===== src/rtl/rvb_shifter_arb_if.sv =====
// Signal bundle between rvb_shifter_arb, its requesters and the shared rvb_shifter.
// Valid/ready: a transfer completes on a clock edge where valid and ready are both high.
// A producer holds its data stable while valid is high and ready is low.
interface rvb_shifter_arb_if #(
  parameter int XLEN = 32,
  parameter int NREQ = 2
);
  logic [NREQ-1:0]      req_valid;
  logic [NREQ-1:0]      req_ready;
  logic [NREQ*XLEN-1:0] req_rs1;
  logic [NREQ*XLEN-1:0] req_rs2;
  logic [NREQ*XLEN-1:0] req_rs3;
  logic [NREQ*7-1:0]    req_op;
  logic [NREQ-1:0]      resp_valid;
  logic [NREQ-1:0]      resp_ready;
  logic [XLEN-1:0]      resp_rd;

  logic                 sh_din_valid;
  logic                 sh_din_ready;
  logic [XLEN-1:0]      sh_rs1;
  logic [XLEN-1:0]      sh_rs2;
  logic [XLEN-1:0]      sh_rs3;
  logic                 sh_insn3;
  logic                 sh_insn13;
  logic                 sh_insn14;
  logic                 sh_insn26;
  logic                 sh_insn27;
  logic                 sh_insn29;
  logic                 sh_insn30;
  logic                 sh_dout_valid;
  logic                 sh_dout_ready;
  logic [XLEN-1:0]      sh_dout_rd;

  modport slave (
    input  req_valid, req_rs1, req_rs2, req_rs3, req_op, resp_ready,
           sh_din_ready, sh_dout_valid, sh_dout_rd,
    output req_ready, resp_valid, resp_rd,
           sh_din_valid, sh_rs1, sh_rs2, sh_rs3,
           sh_insn3, sh_insn13, sh_insn14, sh_insn26, sh_insn27, sh_insn29, sh_insn30,
           sh_dout_ready
  );

  modport master (
    output req_valid, req_rs1, req_rs2, req_rs3, req_op, resp_ready,
           sh_din_ready, sh_dout_valid, sh_dout_rd,
    input  req_ready, resp_valid, resp_rd,
           sh_din_valid, sh_rs1, sh_rs2, sh_rs3,
           sh_insn3, sh_insn13, sh_insn14, sh_insn26, sh_insn27, sh_insn29, sh_insn30,
           sh_dout_ready
  );
endinterface


===== src/rtl/rvb_shifter_arb.sv =====
// Round-robin sharing of one rvb_shifter between NREQ requesters, with an in-order tag FIFO
// routing results back. Define RVB_SHIFTER_ARB_STATS_EN to add grant/stall counters.
module rvb_shifter_arb #(
  parameter int XLEN  = 32,
  parameter int NREQ  = 2,
  parameter int DEPTH = 4
) (
  input  logic               clock,
  input  logic               resetn,
  rvb_shifter_arb_if.slave   bus,
`ifdef RVB_SHIFTER_ARB_STATS_EN
  output logic [NREQ*32-1:0] stat_grants,
  output logic [31:0]        stat_stall,
`endif
  output logic               proto_err
);
  localparam int GW = $clog2(NREQ);
  localparam int SW = GW + 1;
  localparam int AW = $clog2(DEPTH);
  localparam int PW = AW + 1;

  logic [GW-1:0] rr_ptr;
  logic [PW-1:0] wr_ptr;
  logic [PW-1:0] rd_ptr;
  logic [GW-1:0] tag_mem [DEPTH];

  logic          fifo_full;
  logic          fifo_empty;
  logic [GW-1:0] head;
  logic [GW-1:0] grant;
  logic [GW-1:0] cand;
  logic [SW-1:0] sum;
  logic          found;
  logic          any_valid;
  logic          issue;
  logic          ret_hs;
  logic          pop;
  logic [6:0]    op;

  // Pointers carry one extra wrap bit so full and empty are distinguishable.
  assign fifo_empty = (wr_ptr == rd_ptr);
  assign fifo_full  = (wr_ptr[AW] != rd_ptr[AW]) && (wr_ptr[AW-1:0] == rd_ptr[AW-1:0]);
  assign head       = tag_mem[rd_ptr[AW-1:0]];
  assign any_valid  = |bus.req_valid;

  always_comb begin : grant_scan
    grant = rr_ptr;
    found = 1'b0;
    sum   = '0;
    cand  = '0;
    for (int k = 0; k < NREQ; k++) begin
      sum = {1'b0, rr_ptr} + SW'(k);
      if (sum >= SW'(NREQ)) sum = sum - SW'(NREQ);
      cand = sum[GW-1:0];
      if (!found && bus.req_valid[cand]) begin
        grant = cand;
        found = 1'b1;
      end
    end
  end

  // Full blocks issue even when a pop lands in the same cycle: keeps resp_ready off the req_ready path.
  assign issue = resetn & ~fifo_full & any_valid & bus.sh_din_ready;

  always_comb begin : issue_side
    bus.sh_din_valid = resetn & ~fifo_full & any_valid;
    bus.sh_rs1       = bus.req_rs1[0 +: XLEN];
    bus.sh_rs2       = bus.req_rs2[0 +: XLEN];
    bus.sh_rs3       = bus.req_rs3[0 +: XLEN];
    op               = bus.req_op[0 +: 7];
    for (int i = 0; i < NREQ; i++) begin
      bus.req_ready[i] = issue && (grant == GW'(i));
      if (grant == GW'(i)) begin
        bus.sh_rs1 = bus.req_rs1[i*XLEN +: XLEN];
        bus.sh_rs2 = bus.req_rs2[i*XLEN +: XLEN];
        bus.sh_rs3 = bus.req_rs3[i*XLEN +: XLEN];
        op         = bus.req_op[i*7 +: 7];
      end
    end
    {bus.sh_insn3, bus.sh_insn13, bus.sh_insn14, bus.sh_insn26,
     bus.sh_insn27, bus.sh_insn29, bus.sh_insn30} = op;
  end

  // With no tag outstanding the result is swallowed so a misbehaving shifter cannot wedge.
  always_comb begin : return_side
    bus.resp_rd       = bus.sh_dout_rd;
    bus.sh_dout_ready = resetn & (fifo_empty | bus.resp_ready[head]);
    for (int i = 0; i < NREQ; i++) begin
      bus.resp_valid[i] = resetn & bus.sh_dout_valid & ~fifo_empty & (head == GW'(i));
    end
  end

  assign ret_hs = bus.sh_dout_valid & bus.sh_dout_ready;
  assign pop    = ret_hs & ~fifo_empty;

  always_ff @(posedge clock or negedge resetn) begin
    if (!resetn) begin
      rr_ptr    <= '0;
      wr_ptr    <= '0;
      rd_ptr    <= '0;
      proto_err <= 1'b0;
    end else begin
      if (issue) begin
        wr_ptr <= wr_ptr + PW'(1);
        rr_ptr <= (grant == GW'(NREQ - 1)) ? '0 : grant + GW'(1);
      end
      if (pop) rd_ptr <= rd_ptr + PW'(1);
      if (ret_hs && fifo_empty) proto_err <= 1'b1;
    end
  end

  always_ff @(posedge clock) begin
    if (issue) tag_mem[wr_ptr[AW-1:0]] <= grant;
  end

`ifdef RVB_SHIFTER_ARB_STATS_EN
  always_ff @(posedge clock or negedge resetn) begin
    if (!resetn) begin
      stat_grants <= '0;
      stat_stall  <= '0;
    end else begin
      for (int i = 0; i < NREQ; i++) begin
        if (issue && (grant == GW'(i)))
          stat_grants[i*32 +: 32] <= stat_grants[i*32 +: 32] + 32'd1;
      end
      if (any_valid && !issue) stat_stall <= stat_stall + 32'd1;
    end
  end
`endif
endmodule


===== src/flat_wrapper.sv =====
// flat-port wrapper written by rule: the top's interface ports become plain ports
module rvb_shifter_arb_flat 
#(
  parameter int XLEN  = 32,
  parameter int NREQ  = 2,
  parameter int DEPTH = 4
)
  (clock, resetn, proto_err, bus_req_valid, bus_req_rs1, bus_req_rs2, bus_req_rs3, bus_req_op, bus_resp_ready, bus_sh_din_ready, bus_sh_dout_valid, bus_sh_dout_rd, bus_req_ready, bus_resp_valid, bus_resp_rd, bus_sh_din_valid, bus_sh_rs1, bus_sh_rs2, bus_sh_rs3, bus_sh_insn3, bus_sh_insn13, bus_sh_insn14, bus_sh_insn26, bus_sh_insn27, bus_sh_insn29, bus_sh_insn30, bus_sh_dout_ready);
  rvb_shifter_arb_if #(.XLEN(XLEN), .NREQ(NREQ)) bus_i ();
  input  logic clock;
  input  logic resetn;
  output logic proto_err;
  input wire logic [$bits(bus_i.req_valid)-1:0] bus_req_valid;
  input wire logic [$bits(bus_i.req_rs1)-1:0] bus_req_rs1;
  input wire logic [$bits(bus_i.req_rs2)-1:0] bus_req_rs2;
  input wire logic [$bits(bus_i.req_rs3)-1:0] bus_req_rs3;
  input wire logic [$bits(bus_i.req_op)-1:0] bus_req_op;
  input wire logic [$bits(bus_i.resp_ready)-1:0] bus_resp_ready;
  input wire logic [$bits(bus_i.sh_din_ready)-1:0] bus_sh_din_ready;
  input wire logic [$bits(bus_i.sh_dout_valid)-1:0] bus_sh_dout_valid;
  input wire logic [$bits(bus_i.sh_dout_rd)-1:0] bus_sh_dout_rd;
  output wire logic [$bits(bus_i.req_ready)-1:0] bus_req_ready;
  output wire logic [$bits(bus_i.resp_valid)-1:0] bus_resp_valid;
  output wire logic [$bits(bus_i.resp_rd)-1:0] bus_resp_rd;
  output wire logic [$bits(bus_i.sh_din_valid)-1:0] bus_sh_din_valid;
  output wire logic [$bits(bus_i.sh_rs1)-1:0] bus_sh_rs1;
  output wire logic [$bits(bus_i.sh_rs2)-1:0] bus_sh_rs2;
  output wire logic [$bits(bus_i.sh_rs3)-1:0] bus_sh_rs3;
  output wire logic [$bits(bus_i.sh_insn3)-1:0] bus_sh_insn3;
  output wire logic [$bits(bus_i.sh_insn13)-1:0] bus_sh_insn13;
  output wire logic [$bits(bus_i.sh_insn14)-1:0] bus_sh_insn14;
  output wire logic [$bits(bus_i.sh_insn26)-1:0] bus_sh_insn26;
  output wire logic [$bits(bus_i.sh_insn27)-1:0] bus_sh_insn27;
  output wire logic [$bits(bus_i.sh_insn29)-1:0] bus_sh_insn29;
  output wire logic [$bits(bus_i.sh_insn30)-1:0] bus_sh_insn30;
  output wire logic [$bits(bus_i.sh_dout_ready)-1:0] bus_sh_dout_ready;
  assign bus_i.req_valid = bus_req_valid;
  assign bus_i.req_rs1 = bus_req_rs1;
  assign bus_i.req_rs2 = bus_req_rs2;
  assign bus_i.req_rs3 = bus_req_rs3;
  assign bus_i.req_op = bus_req_op;
  assign bus_i.resp_ready = bus_resp_ready;
  assign bus_i.sh_din_ready = bus_sh_din_ready;
  assign bus_i.sh_dout_valid = bus_sh_dout_valid;
  assign bus_i.sh_dout_rd = bus_sh_dout_rd;
  assign bus_req_ready = bus_i.req_ready;
  assign bus_resp_valid = bus_i.resp_valid;
  assign bus_resp_rd = bus_i.resp_rd;
  assign bus_sh_din_valid = bus_i.sh_din_valid;
  assign bus_sh_rs1 = bus_i.sh_rs1;
  assign bus_sh_rs2 = bus_i.sh_rs2;
  assign bus_sh_rs3 = bus_i.sh_rs3;
  assign bus_sh_insn3 = bus_i.sh_insn3;
  assign bus_sh_insn13 = bus_i.sh_insn13;
  assign bus_sh_insn14 = bus_i.sh_insn14;
  assign bus_sh_insn26 = bus_i.sh_insn26;
  assign bus_sh_insn27 = bus_i.sh_insn27;
  assign bus_sh_insn29 = bus_i.sh_insn29;
  assign bus_sh_insn30 = bus_i.sh_insn30;
  assign bus_sh_dout_ready = bus_i.sh_dout_ready;
  rvb_shifter_arb #(.XLEN(XLEN), .NREQ(NREQ), .DEPTH(DEPTH)) u_core (.clock(clock), .resetn(resetn), .bus(bus_i), .proto_err(proto_err));
endmodule

===== config.mk =====
export PLATFORM = sky130hd
export DESIGN_NAME = rvb_shifter_arb_flat
export DESIGN_NICKNAME = d
export VERILOG_FILES = /design/src/rtl/rvb_shifter_arb_if.sv /design/src/rtl/rvb_shifter_arb.sv /design/src/flat_wrapper.sv
export SDC_FILE = /design/constraint.sdc
export NUM_CORES = 1
export LEC_CHECK = 0
export BUFFER_PORTS_ARGS = -buffer_cell sky130_fd_sc_hd__buf_2
export CAP_MARGIN = 30
export CORE_AREA = 2 2 150 152
export DETAILED_ROUTE_END_ITERATION = 8
export DIE_AREA = 0 0 152 154
export PLACE_DENSITY = 0.45
export SETUP_SLACK_MARGIN = 0.4
export SYNTH_ARGS = -nofsm -noshare
export SYNTH_HDL_FRONTEND = slang
export SYNTH_SLANG_ARGS = --single-unit

===== constraint.sdc =====
create_clock -name clock -period 2.3 [get_ports clock]
set_input_delay 0.23 -clock clock [delete_from_list [all_inputs] [get_ports clock]]
set_output_delay 0.23 -clock clock [all_outputs]
set_load 0.1 [all_outputs]

; After elaboration in Yosys (flattened, before gate mapping)
; Memories as Yosys holds them, arrays and structs flattened.
; Index checks and enable logic that the tools add are counted.
[op_classes]
eq_ne = 3
order_cmp = 5
n_reduce_logical = 7
n_mux = 18
add_sub_neg = 6
bitwise = 15
[ops]
columns = operator, n
row1 = 2-to-1 mux 32 bit, 3
row2 = 2-to-1 mux 1 bit, 14
row3 = bitwise AND 1 bit, 10
row4 = 2-to-1 mux 7 bit, 1
row5 = adder 3 x 1 -> 3 bit (second input constant), 2
row6 = < comparator 1 x 2 -> 1 bit (second input constant), 3
row7 = logical AND 1 bit, 5
row8 = inverter 1 bit, 4
row9 = == test 3 bit, 1
row10 = adder 1 x 1 -> 2 bit (second input constant), 1
row11 = == test 2 bit, 1
row12 = greater-or-equal comparator 1 x 2 -> 1 bit (second input constant), 1
row13 = greater-or-equal comparator 2 bit (second input constant), 1
row14 = OR reduction 2 bit, 1
row15 = subtractor 1 bit (second input constant), 2
row16 = adder 1 bit (second input constant), 1
row17 = logical NOT 1 bit, 1
row18 = != test 1 bit, 1
row19 = bitwise OR 1 bit, 1
[word_totals]
memories = 1
out_inout_bits = 142
reg_bits = 8
wordCells = 59
ram_bits = 4
[mem_list]
columns = memory, words, word_bits, read_ports, rd_ports_with_merged_regs, write_ports, line_no
row1 = u_core.tag_mem, 4, 1, 1, 0, 1, rvb_shifter_arb.sv:25  ; logic [GW-1:0] tag_mem [DEPTH];

; Logic depth before layout (Yosys ltp)
[logic_depth]
ltp_word = 10
ltp_mapped = 5
mapped_depth_nobuf = 4

; Worst setup path after synthesis
; Ideal clock, no wire load.
[synth_timing]
path_kind = register to output
startpoint = reg u_core.wr_ptr[1]
endpoint = out bus_req_ready[0]
required_ns = 2.070
t_arrival_ns = 4.212
path_stages_with_launch = 5
slack_ns = -2.142
n_path_buf = 0
cell_sequence = dfrtp_1 -> xnor2_1 -> a31oi_1 -> nand2_1 -> nor2_1
[synth_via]
elab_chain_cells = 7
[synth_lines]
columns = item, line_no
row1 = "start, declared", rvb_shifter_arb.sv:23  ; logic [PW-1:0] wr_ptr;
row2 = "start signal, assigned", rvb_shifter_arb.sv:104  ; wr_ptr <= wr_ptr + PW'(1);
row3 = == test 2 bit, rvb_shifter_arb.sv:42  ; assign fifo_full = (wr_ptr[AW] != rd_ptr[AW]) && (wr_ptr[AW-1:0] == rd_ptr[AW-1:0]);
row4 = logical AND 1 bit, rvb_shifter_arb.sv:42
row5 = inverter 1 bit, --
row6 = bitwise AND 1 bit (2 in a row), --
row7 = net bus_sh_din_valid, flat_wrapper.sv:25  ; output wire logic [$bits(bus_i.sh_din_valid)-1:0] bus_sh_din_valid;
row8 = bitwise AND 1 bit, rvb_shifter_arb.sv:63  ; assign issue = resetn & ~fifo_full & any_valid & bus.sh_din_ready;
row9 = logical AND 1 bit, rvb_shifter_arb.sv:72  ; bus.req_ready[i] = issue && (grant == GW'(i));
row10 = "end, declared", flat_wrapper.sv:22  ; output wire logic [$bits(bus_i.req_ready)-1:0] bus_req_ready;
; The timed path passes the listed nets, and every way through them passes these cells.

; Final worst setup path
[layout_timing]
startpoint = reg u_core.rr_ptr
endpoint = out bus_sh_rs2[14]
[layout_via]
elab_chain_cells = 9
word_cells_on_any_way = 17
cone_classes = 3 x add/sub / 2 x order compare / 10 x mux / 2 x reduce/logical
[layout_lines]
columns = item, line_no
row1 = "start, declared", rvb_shifter_arb.sv:22  ; logic [GW-1:0] rr_ptr;
row2 = "start signal, assigned", rvb_shifter_arb.sv:105  ; rr_ptr <= (grant == GW'(NREQ - 1)) ? '0 : grant + GW'(1);
row3 = greater-or-equal comparator 1 x 2 -> 1 bit / subtractor 1 bit (equally long branches), rvb_shifter_arb.sv:53  ; if (sum >= SW'(NREQ)) sum = sum - SW'(NREQ);
row4 = 2-to-1 mux 1 bit, rvb_shifter_arb.sv:53
row5 = 2-to-1 mux 1 bit (not written as such) (2 in a row), rvb_shifter_arb.sv:55  ; if (!found && bus.req_valid[cand]) begin
row6 = 2-to-1 mux 1 bit, rvb_shifter_arb.sv:55
row7 = logical NOT 1 bit, rvb_shifter_arb.sv:55
row8 = logical AND 1 bit, rvb_shifter_arb.sv:55
row9 = 2-to-1 mux 1 bit (*), rvb_shifter_arb.sv:55
row10 = 2-to-1 mux 32 bit (*), rvb_shifter_arb.sv:73  ; if (grant == GW'(i)) begin
row11 = "end, declared", flat_wrapper.sv:27  ; output wire logic [$bits(bus_i.sh_rs2)-1:0] bus_sh_rs2;
; Mark *: on every way between the ends. The rest lies on a longest branch, timed or not. The select of a mux whose other input is x is not followed.

==> out/results.ini <==
[worst_setup_path]
start_kind=register
cp-end-kind=output pin
rr_startpoint=u_core.tag_mem[3]$_DFFE_PP_
crit_fanout=14
crit_start=u_core.rr_ptr$_DFFE_PN0P_
crit_cells=5
cp.required_ps=2070
r2r_slack_ps=500
critical_path.top_delay_family=buffers and inverters
crit_path_max_incr_delay_ps=380
crit_top_cell=buf_12
crit_buf_inv=3
cp.arrival_ps=1840
cp-endpoint=bus_sh_rs2[14]
reg2reg_depth=5
timing.rr.end=u_core.rd_ptr[1]$_DFFE_PN0P_
crit_type=register to output pin
slowest_stage=dfrtp_1
worstPathCellList=maj3_4 > buf_12 > buf_12 > mux2_4 > buf_12

[power]
clkPwrFrac_pct=5.1
power_density_nw_per_um2=1327
combPwrFrac_pct=89.2
sw_frac_of_total_pct=61.75
seq_power_share_pct=5.6
intPower_w=0.002680
p_total_w=0.007007
switchingPower_w=0.004327
vdd_drop_max_mv=0.5682
p_leak_nw=2.581

[global_route]
grt_overflow=0
grt_pass1_wl_um=20280
grt_max_degree=21
grt_pass1_vias=3148
grtUsageTotal_pct=11.66
grt_antenna_before_repair=5

[synth]
netlist_area_um2=2112
synth_top_cell_area_share_pct=55.98
yosysUniqueCellTypes=24
ys_top_cells_by_area=mux2_2 56%, buf_4 11%, dfrtp_1 9.5%, edfxtp_1 5.7%, ha_1 3.0%
ys_ff_latch=12
synthCells=202
synth_nets=453
ys_warn_count=0
syn-mean-instance-area_um2=10.46
yosysTopAreaCell=mux2_2
ys_seq_area_share_pct=15.17

[route]
drcViolationCount=0
wirelength_um=14850
first_pass_iters=4
wl_per_cell_um=18.83
via_count=2859
ant_nets=0
vias_per_cell=3.624
drtIter0Drc=98

[sta]
rsz0062_at_grt=yes
fin_setup_tns_ps=0
timing.final.crit_share_pct=90.05
skew_ps=5.159
setup_violations=0
finalHoldViolCount=0
worstMarginPinSlew_ps=544.2
final_max_slew_viol_count=0
slew-limit-headroom_pct=63.33
fmax_mhz=482.8
layout_min_cycle_time_ps=2071
hold-worst-slack_ps=286.6

[die]
rows=54
ios=388
dieArea_um2=23410
core_um2=21690
die_h_um=154
start_util_pct=9.738
die-width_um=152

[final_layout]
final_area_um2=5281
fin_nets=758
instances_no_fill=789
drive_gt1_share_pct=92.09
area_growth_pct=150.1

[clocking]
cts_tree=built
worst_skew_pair.late_latency_ps=240
cts.clk_slew.worst_paths_ps=50
cts_sinks=12
htreeDepth=1
cts-root-buf=clkbuf_16
cts_buffers=3
clockBufferDepth=2

[place]
gp_congestion=0.7819
dp.cells=765
hpwl_um=11550
portBuffers=323
place_area_um2=4034

[min_path]
hp-class=input port to register

[status]
outcome=complete, no violations

[job]
drv_cap=0

## state kept, by name, summed over array words and instances (netlist names)
name	flops
u_core.tag_mem	4
u_core.rd_ptr	3
u_core.wr_ptr	3
u_core.proto_err	1
u_core.rr_ptr	1
## power by group through the flow
stage / Clock [W] / Combinational, W / Sequential (W)
CTS: 0.000362 / 0.00609 / 0.000385
detailed placement: 0 / 0.00501 / 0.000395
global route: 0.000374 / 0.00644 / 0.000413
global placement: 0 / 0.00504 / 0.000392
finish: 0.000360 / 0.00625 / 0.000396
floorplan: 0 / 0.00438 / 0.000372
## cells by family (layout without fill, tap and decap cells)
family,count (synthesis),count (layout),share of synthesized area (%)
other cells,0,3,0
xor+xnor,8,8,3.317
buf+inv,49,353,14.69
mux,108,108,58.41
simple gates,14,14,3.377
fa+ha+maj,6,6,3.495
flops,12,12,15.17
compound gates,5,5,1.541
## worst min-delay path by stage
stage / to / cells past startpoint / slack (ps) / startpoint
floorplan: u_core.proto_err$_DFFE_PN0P_ / 0 / -70 / resetn
global placement: u_core.rd_ptr[2]$_DFFE_PN0P_ / 1 / 90 / resetn
detailed placement: u_core.proto_err$_DFFE_PN0P_ / 1 / 80 / resetn
CTS: u_core.proto_err$_DFFE_PN0P_ / 3 / 270 / bus_sh_dout_valid
global route: u_core.proto_err$_DFFE_PN0P_ / 3 / 320 / bus_sh_dout_valid
finish: u_core.proto_err$_DFFE_PN0P_ / 3 / 290 / bus_sh_dout_valid
## final cells by class
class / count / area [µm²]
sequential: 12 / 321.6
tap: 280 / 350.3
multi-input combinational: 141 / 1595
inverter: 6 / 22.52
timing repair buffer: 343 / 2895
antenna: 3 / 7.507
clock buffer: 4 / 88.84
fill: 2289 / 16410
## metal layers
| layer | wire length (µm) | GRT usage (%) | part of all wire [%] |
|---|---|---|---|
| met1 | 5705 | 13.35 | 38 |
| met2 | 7637 | 21.45 | 51 |
| met3 | 1293 | 3.664 | 8.7 |
| met4 | 189 | 2.047 | 1.3 |
| met5 | 27 | 0 | 0.18 |
## cell usage in the layout (no fill, tap or decap), drive strengths merged, types with 2 or more instances in the layout
| cell | n |
|---|---|
| nor2 | 5 |
| dfrtp | 8 |
| inv | 6 |
| xor2 | 4 |
| clkbuf | 6 |
| xnor2 | 4 |
| diode | 3 |
| and3 | 4 |
| o21ai | 2 |
| buf | 339 |
| nand2 | 3 |
| mux2 | 106 |
| ha | 5 |
| dlygate4sd3 | 2 |
| edfxtp | 4 |
## through the flow
stage,setup slack (ps),utilization (%)
2_1_floorplan,44.20,-
3_3_place_gp,294.9,18.60
3_5_place_dp,299.2,18.60
4_1_cts,220.6,23.58
5_1_grt,182.4,24.33
6_report,228.9,24.35
## Yosys cell counts
cell type	n
nand2_1	3
nor2_2	1
mux2i_2	1
a31oi_1	1
mux2_4	1
nor2_1	4
mux2_2	105
o31ai_1	1
o21ai_0	2
clkbuf_1	6
inv_1	6
nor3b_1	1
and2_1	1
buf_4	32
a31o_2	1
and3_1	4
ha_1	5
edfxtp_1	4
maj3_2	1
mux4_2	1
xnor2_1	4
xor2_1	4
dfrtp_1	8
buf_2	5
## worst min-delay path, delay by kind of cell
family,cells,cell delay [ps]
AOI/OAI and AO/OA,1,80
and+or+nand+nor,1,80
buffers and inverters,1,90
## what timing repair did
action	4_1_cts	5_1_grt
resized for setup	237	24
endpoints found under the hold margin	4	0
setup buffers	7	1
hold buffers	2	0
pin swaps	3	3
gates cloned	5	2
setup endpoints to repair	108	110
No activity file was read; power rests on OpenSTA's default activity.
